## src/rtl/periph_bus_arbiter_pkg.sv

```systemverilog
// Shared definitions for the peripheral bus arbiter: FSM encoding, default
// peripheral window and the window decode helper.
package periph_bus_arbiter_pkg;

    typedef enum logic [1:0] {
        S_IDLE   = 2'd0,
        S_ACCESS = 2'd1,
        S_RESP   = 2'd2
    } state_t;

    localparam logic [31:0] PERIPH_BASE  = 32'h0000_7f00;
    localparam logic [31:0] PERIPH_LIMIT = 32'h0000_7fff;

    function automatic logic in_window(input logic [31:0] addr,
                                       input logic [31:0] base,
                                       input logic [31:0] limit);
        return (addr >= base) && (addr <= limit);
    endfunction

endpackage

```

## src/rtl/periph_bus_arbiter_rr_pick2.sv

```systemverilog
// Combinational two-way round-robin picker: a lone requester always wins,
// and on contention the master named by i_ptr wins.
module rr_pick2 (
    input  logic [1:0] i_req,
    input  logic       i_ptr,
    output logic       o_valid,
    output logic       o_winner
);

    // NOTE: every output is assigned on every path through always_comb, so no latch is inferred.
    always_comb begin
        o_valid  = |i_req;
        o_winner = (i_req == 2'b11) ? i_ptr : i_req[1];
    end

endmodule

```

## src/rtl/periph_bus_arbiter.sv

```systemverilog
// Two-master round-robin arbiter for the memory-mapped peripheral port; one
// single-word transaction per three cycles, out-of-window accesses are blocked.
module periph_bus_arbiter
    import periph_bus_arbiter_pkg::*;
#(
    parameter logic [31:0] BASE  = PERIPH_BASE,
    parameter logic [31:0] LIMIT = PERIPH_LIMIT
) (
    input  logic        clk,
    input  logic        rst_n,

    input  logic        m0_req,
    input  logic [31:0] m0_addr,
    input  logic [3:0]  m0_byteen,
    input  logic [31:0] m0_wdata,
    output logic        m0_ack,
    output logic [31:0] m0_rdata,
    output logic        m0_err,

    input  logic        m1_req,
    input  logic [31:0] m1_addr,
    input  logic [3:0]  m1_byteen,
    input  logic [31:0] m1_wdata,
    output logic        m1_ack,
    output logic [31:0] m1_rdata,
    output logic        m1_err,

    output logic [31:0] p_addr,
    output logic [3:0]  p_byteen,
    output logic [31:0] p_din,
    input  logic [31:0] p_dout
);

    state_t      r_state;
    logic        r_ptr;
    logic        r_winner;
    logic        r_err;

    logic        w_valid;
    logic        w_winner;
    logic [31:0] w_addr;
    logic [3:0]  w_byteen;
    logic [31:0] w_wdata;
    logic        w_in_window;

    rr_pick2 u_pick (
        .i_req    ({m1_req, m0_req}),
        .i_ptr    (r_ptr),
        .o_valid  (w_valid),
        .o_winner (w_winner)
    );

    always_comb begin
        w_addr      = w_winner ? m1_addr   : m0_addr;
        w_byteen    = w_winner ? m1_byteen : m0_byteen;
        w_wdata     = w_winner ? m1_wdata  : m0_wdata;
        w_in_window = in_window(w_addr, BASE, LIMIT);
    end

    // The p_* registers double as the latched payload; they are only loaded for
    // in-window requests, so a blocked access keeps the peripheral port at zero.
    always_ff @(posedge clk or negedge rst_n) begin
        if (!rst_n) begin
            r_state  <= S_IDLE;
            r_ptr    <= 1'b0;
            r_winner <= 1'b0;
            r_err    <= 1'b0;
            p_addr   <= '0;
            p_byteen <= '0;
            p_din    <= '0;
            m0_ack   <= 1'b0;
            m0_rdata <= '0;
            m0_err   <= 1'b0;
            m1_ack   <= 1'b0;
            m1_rdata <= '0;
            m1_err   <= 1'b0;
        end else begin
            // NOTE: non-blocking defaults first make every output a one-cycle pulse unless a state re-asserts it.
            p_addr   <= '0;
            p_byteen <= '0;
            p_din    <= '0;
            m0_ack   <= 1'b0;
            m0_rdata <= '0;
            m0_err   <= 1'b0;
            m1_ack   <= 1'b0;
            m1_rdata <= '0;
            m1_err   <= 1'b0;

            case (r_state)
                S_IDLE: begin
                    if (w_valid) begin
                        r_winner <= w_winner;
                        r_err    <= ~w_in_window;
                        if (w_in_window) begin
                            p_addr   <= w_addr;
                            p_byteen <= w_byteen;
                            p_din    <= w_wdata;
                        end
                        r_state <= S_ACCESS;
                    end
                end

                // Blocked requests still spend this slot so every master sees a
                // uniform two-cycle ack latency.
                S_ACCESS: begin
                    if (r_winner) begin
                        m1_ack   <= 1'b1;
                        m1_rdata <= r_err ? '0 : p_dout;
                        m1_err   <= r_err;
                    end else begin
                        m0_ack   <= 1'b1;
                        m0_rdata <= r_err ? '0 : p_dout;
                        m0_err   <= r_err;
                    end
                    r_state <= S_RESP;
                end

                S_RESP: begin
                    r_ptr   <= ~r_winner;
                    r_state <= S_IDLE;
                end

                default: r_state <= S_IDLE;
            endcase
        end
    end

endmodule

```

## config.mk

```make
export PLATFORM = sky130hd
export DESIGN_NAME = periph_bus_arbiter
export DESIGN_NICKNAME = d
export VERILOG_FILES = /design/src/rtl/periph_bus_arbiter_pkg.sv /design/src/rtl/periph_bus_arbiter_rr_pick2.sv /design/src/rtl/periph_bus_arbiter.sv
export SDC_FILE = /design/constraint.sdc
export NUM_CORES = 1
export LEC_CHECK = 0
export CAP_MARGIN = 5
export CORE_AREA = 5 5 115 117
export CTS_BUF_LIST = sky130_fd_sc_hd__clkbuf_8
export CTS_CLUSTER_SIZE = 16
export DETAILED_ROUTE_END_ITERATION = 8
export DIE_AREA = 0 0 120 122
export DONT_BUFFER_PORTS = 1
export GPL_TIMING_DRIVEN = 0
export REMOVE_ABC_BUFFERS = 1
export SYNTH_ARGS = -nofsm -noshare
export SYNTH_HDL_FRONTEND = slang
export SYNTH_SLANG_ARGS = --single-unit
```

## constraint.sdc

```tcl
create_clock -name clk -period 2.6 [get_ports clk]
set_input_delay 0.65 -clock clk [delete_from_list [all_inputs] [get_ports clk]]
set_output_delay 0.65 -clock clk [all_outputs]
set_load 0.03 [all_outputs]
```

==> impl_metrics.env <==
export IMPL_hold_worst_slack_ps=-87.3
export IMPL_p_clk_share_pct=39.9
export IMPL_dp_worst_setup_slack_ps=-56.2
export IMPL_rows=41
export IMPL_critPathCaptureType="flip-flop"
export IMPL_seqPwrFrac_pct=54.8
export IMPL_drt_iter0_drc=217
export IMPL_tritoncts="built"
export IMPL_start_kind="flip-flop"
export IMPL_wirelength_um=11900
export IMPL_place_hpwl_um=9120
export IMPL_rsz0062_at_grt="false"
export IMPL_fillers=1102
export IMPL_period_share_pct=89.4
export IMPL_arrival_ps=2620
export IMPL_grt_max_degree=142
export IMPL_comb_power_share_pct=5.4
export IMPL_placed_cells=544
export IMPL_post_route_min_period_ps=2320
export IMPL_antenna_found_initial=0
export IMPL_fin_nets=585
export IMPL_power_switching_share_pct=25.6
export IMPL_drcViolationCount=0
export IMPL_powerDensity_nw_per_um2=757
export IMPL_clock_sinks=141
export IMPL_postRouteAntennaNets=0
export IMPL_io_buffers=0
export IMPL_hold_viol_final=141
export IMPL_rrSetupSlack_ps=280
export IMPL_worstHoldPathType="in2async"
export IMPL_run_status="finished with violations"
export IMPL_violations="hold timing"
export IMPL_io_pins=308
export IMPL_grt_pass1_vias=3103
export IMPL_fin_util_pct=46.8
export IMPL_numCtsBuffers=17
export IMPL_die_h_um=122
export IMPL_grtUsageTotal_pct=16.1
export IMPL_area_delta_synth_final_pct=12.4
export IMPL_cp_slowest_cell="a21boi_0"
export IMPL_fp_dieW_um=120
export IMPL_cap_violations=0
export IMPL_core_um2=12300
export IMPL_clockRootBuffer="clkbuf_8"
export IMPL_synth_edf_count=0
export IMPL_leakagePower_uw=0.00242
export IMPL_worst_path_largest_cell_delay_ps=590
export IMPL_place_congestion=0.766
export IMPL_fmax_ghz=0.430
export IMPL_fin_ws_ps=277
export IMPL_yosysSeqAreaShare_pct=69.1
export IMPL_path_class="reg2reg"
export IMPL_dr_pass1_iters=4
export IMPL_timing_slew_headroom_pct=21.0
export IMPL_setup_viol=0
export IMPL_reg2regPathDepth=6
export IMPL_clkTransAtPathRegs_ps=90
export IMPL_antenna_cells=0
export IMPL_grt_overflow_total=0
export IMPL_rr_endpoint="r_err"
export IMPL_via_per_inst=5.19
export IMPL_synth_ff_type="dfrtp_1"
export IMPL_setup_tns_ps=0
export IMPL_fin_skew_ps=19.3
export IMPL_vias=2985
export IMPL_crit_required_ps=2900
export IMPL_path_cells="inv_1, a21boi_0, and4_2, buf_12, nor2_2, o22a_1"
export IMPL_finalNonFillerCells=575
export IMPL_intPower_uw=3230
export IMPL_wl_per_cell_um=20.8
export IMPL_finalMaxSlewViolations=0
export IMPL_clk_latency_ps=420
export IMPL_synthDistinctLibCells=32
export IMPL_die_area_um2=14600
export IMPL_path_max_fanout=37
export IMPL_peakVddDrop_uv=299
export IMPL_start_util_pct=41.6
export IMPL_grt_pass1_wl_um=17900
export IMPL_netlist_area_um2=5100
export IMPL_cts_resized=0
export IMPL_clock_path_buffers=2
export IMPL_synthCells=395
export IMPL_synth_seq_cells=141
export IMPL_htree_num_levels=4
export IMPL_ys_async_sr_fraction_pct=100
export IMPL_drive_gt1_share_pct=29.2
export IMPL_yosys_warnings=0
export IMPL_tightest_slew_ps=1180
export IMPL_avgSynthCellArea_um2=12.9
export IMPL_rr_startpoint="r_ptr"
export IMPL_power_switching_uw=1110
## layout make-up
type,count,area (um^2),share of cell area [%]
Tap cell,150,188,3.27
Timing Repair Buffer,7,116,2.03
Inverter,5,18.8,0.327
Clock buffer,19,262,4.56
Multi-Input combinational cell,241,1490,25.9
Sequential cell,141,3530,61.5
Clock inverter,12,138,2.40
## worst max path at each step
stage,start,to,slack (ps),cells after the start
detailed placement,m1_req,r_err,-60,5
global route,r_ptr,r_err,70,6
CTS,r_ptr,r_err,230,6
finish,r_ptr,r_err,280,6
global placement,m1_req,p_addr[12],-3140,4
floorplan,m1_req,r_err,-1910,4
## state kept, by name, indices dropped and copies added (netlist names)
name and cells:
p_addr 32, m0_rdata 32, m1_rdata 32, p_din 32
m1_ack 1, m0_ack 1, m0_err 1, r_winner 1
r_state 2, p_byteen 4, r_ptr 1, m1_err 1
r_err 1
## timing repair
action	4_1_cts	5_1_grt
setup buffers	0	0
endpoints found under the setup margin	0	0
hold endpoints to repair	141	141
## placed cells by master, fill, tap and decap left out, drive strengths merged, types with 2 or more instances in the layout
| cell type | netlist | layout |
|---|---|---|
| nor2 | 120 | 120 |
| inv | 4 | 7 |
| conb | 1 | 17 |
| dfrtp | 141 | 141 |
| and3 | 2 | 2 |
| o21ai | 2 | 2 |
| nand4b | 2 | 2 |
| buf | 13 | 7 |
| or4 | 4 | 4 |
| a22oi | 44 | 44 |
| nor4 | 3 | 3 |
| clkinv | 1 | 7 |
| clkbuf | 11 | 19 |
| nand2 | 34 | 34 |
| nor3 | 4 | 4 |
| bufinv | 0 | 2 |
## cells in the mapped netlist (all sizes together) (2+ instances only)
library cell    n  area (um^2)
a22oi          44          531
and3            2         12.5
buf            13          100
clkbuf         11         42.5
dfrtp         141         3530
inv             4         15.0
nand2          34          128
nand4b          2         17.5
nor2          120          553
nor3            4         20.0
nor4            3         33.8
o21ai           2         10.0
or4             4         33.8
## power by group through the flow
stage	combinational, uW	sequential [uW]	clock [uW]
floorplan	146	2410	0
global placement	209	2420	0
detailed placement	241	2420	0
CTS	245	2380	1790
global route	261	2380	1880
finish	233	2380	1730
## through the flow
stage / power [uW] / instance area [um^2]
6_report: 4340 / 5740
5_1_grt: 4530 / 5740
4_1_cts: 4410 / 5740
3_5_place_dp: 2660 / 5340
3_3_place_gp: 2630 / 5210
2_1_floorplan: 2550 / 5020
## logic make-up after synthesis
group	after synthesis	synth area share, %
simple gates	174	16.4
mux	1	0.221
compound gates	49	11.1
other cells	1	0.0735
flops	141	69.1
buf+inv	29	3.16
## critical path, delay by kind of cell (launching register included)
family	cells	cell delay [ps]
AO/OA/AOI/OAI	2	780
flip-flops	1	350
AND/OR/NAND/NOR	2	730
buffers and inverters	2	320
## layer usage
metal | up-vias | GRT usage [%] | routed length (um)
met3 | 7 | 7.61 | 1350
li1 | 1319 | - | -
met2 | 196 | 25.7 | 5920
met5 | - | 0 | 0
met1 | 1463 | 19.7 | 4610
met4 | 0 | 4.72 | 58
(Power assumes the default switching activity.)
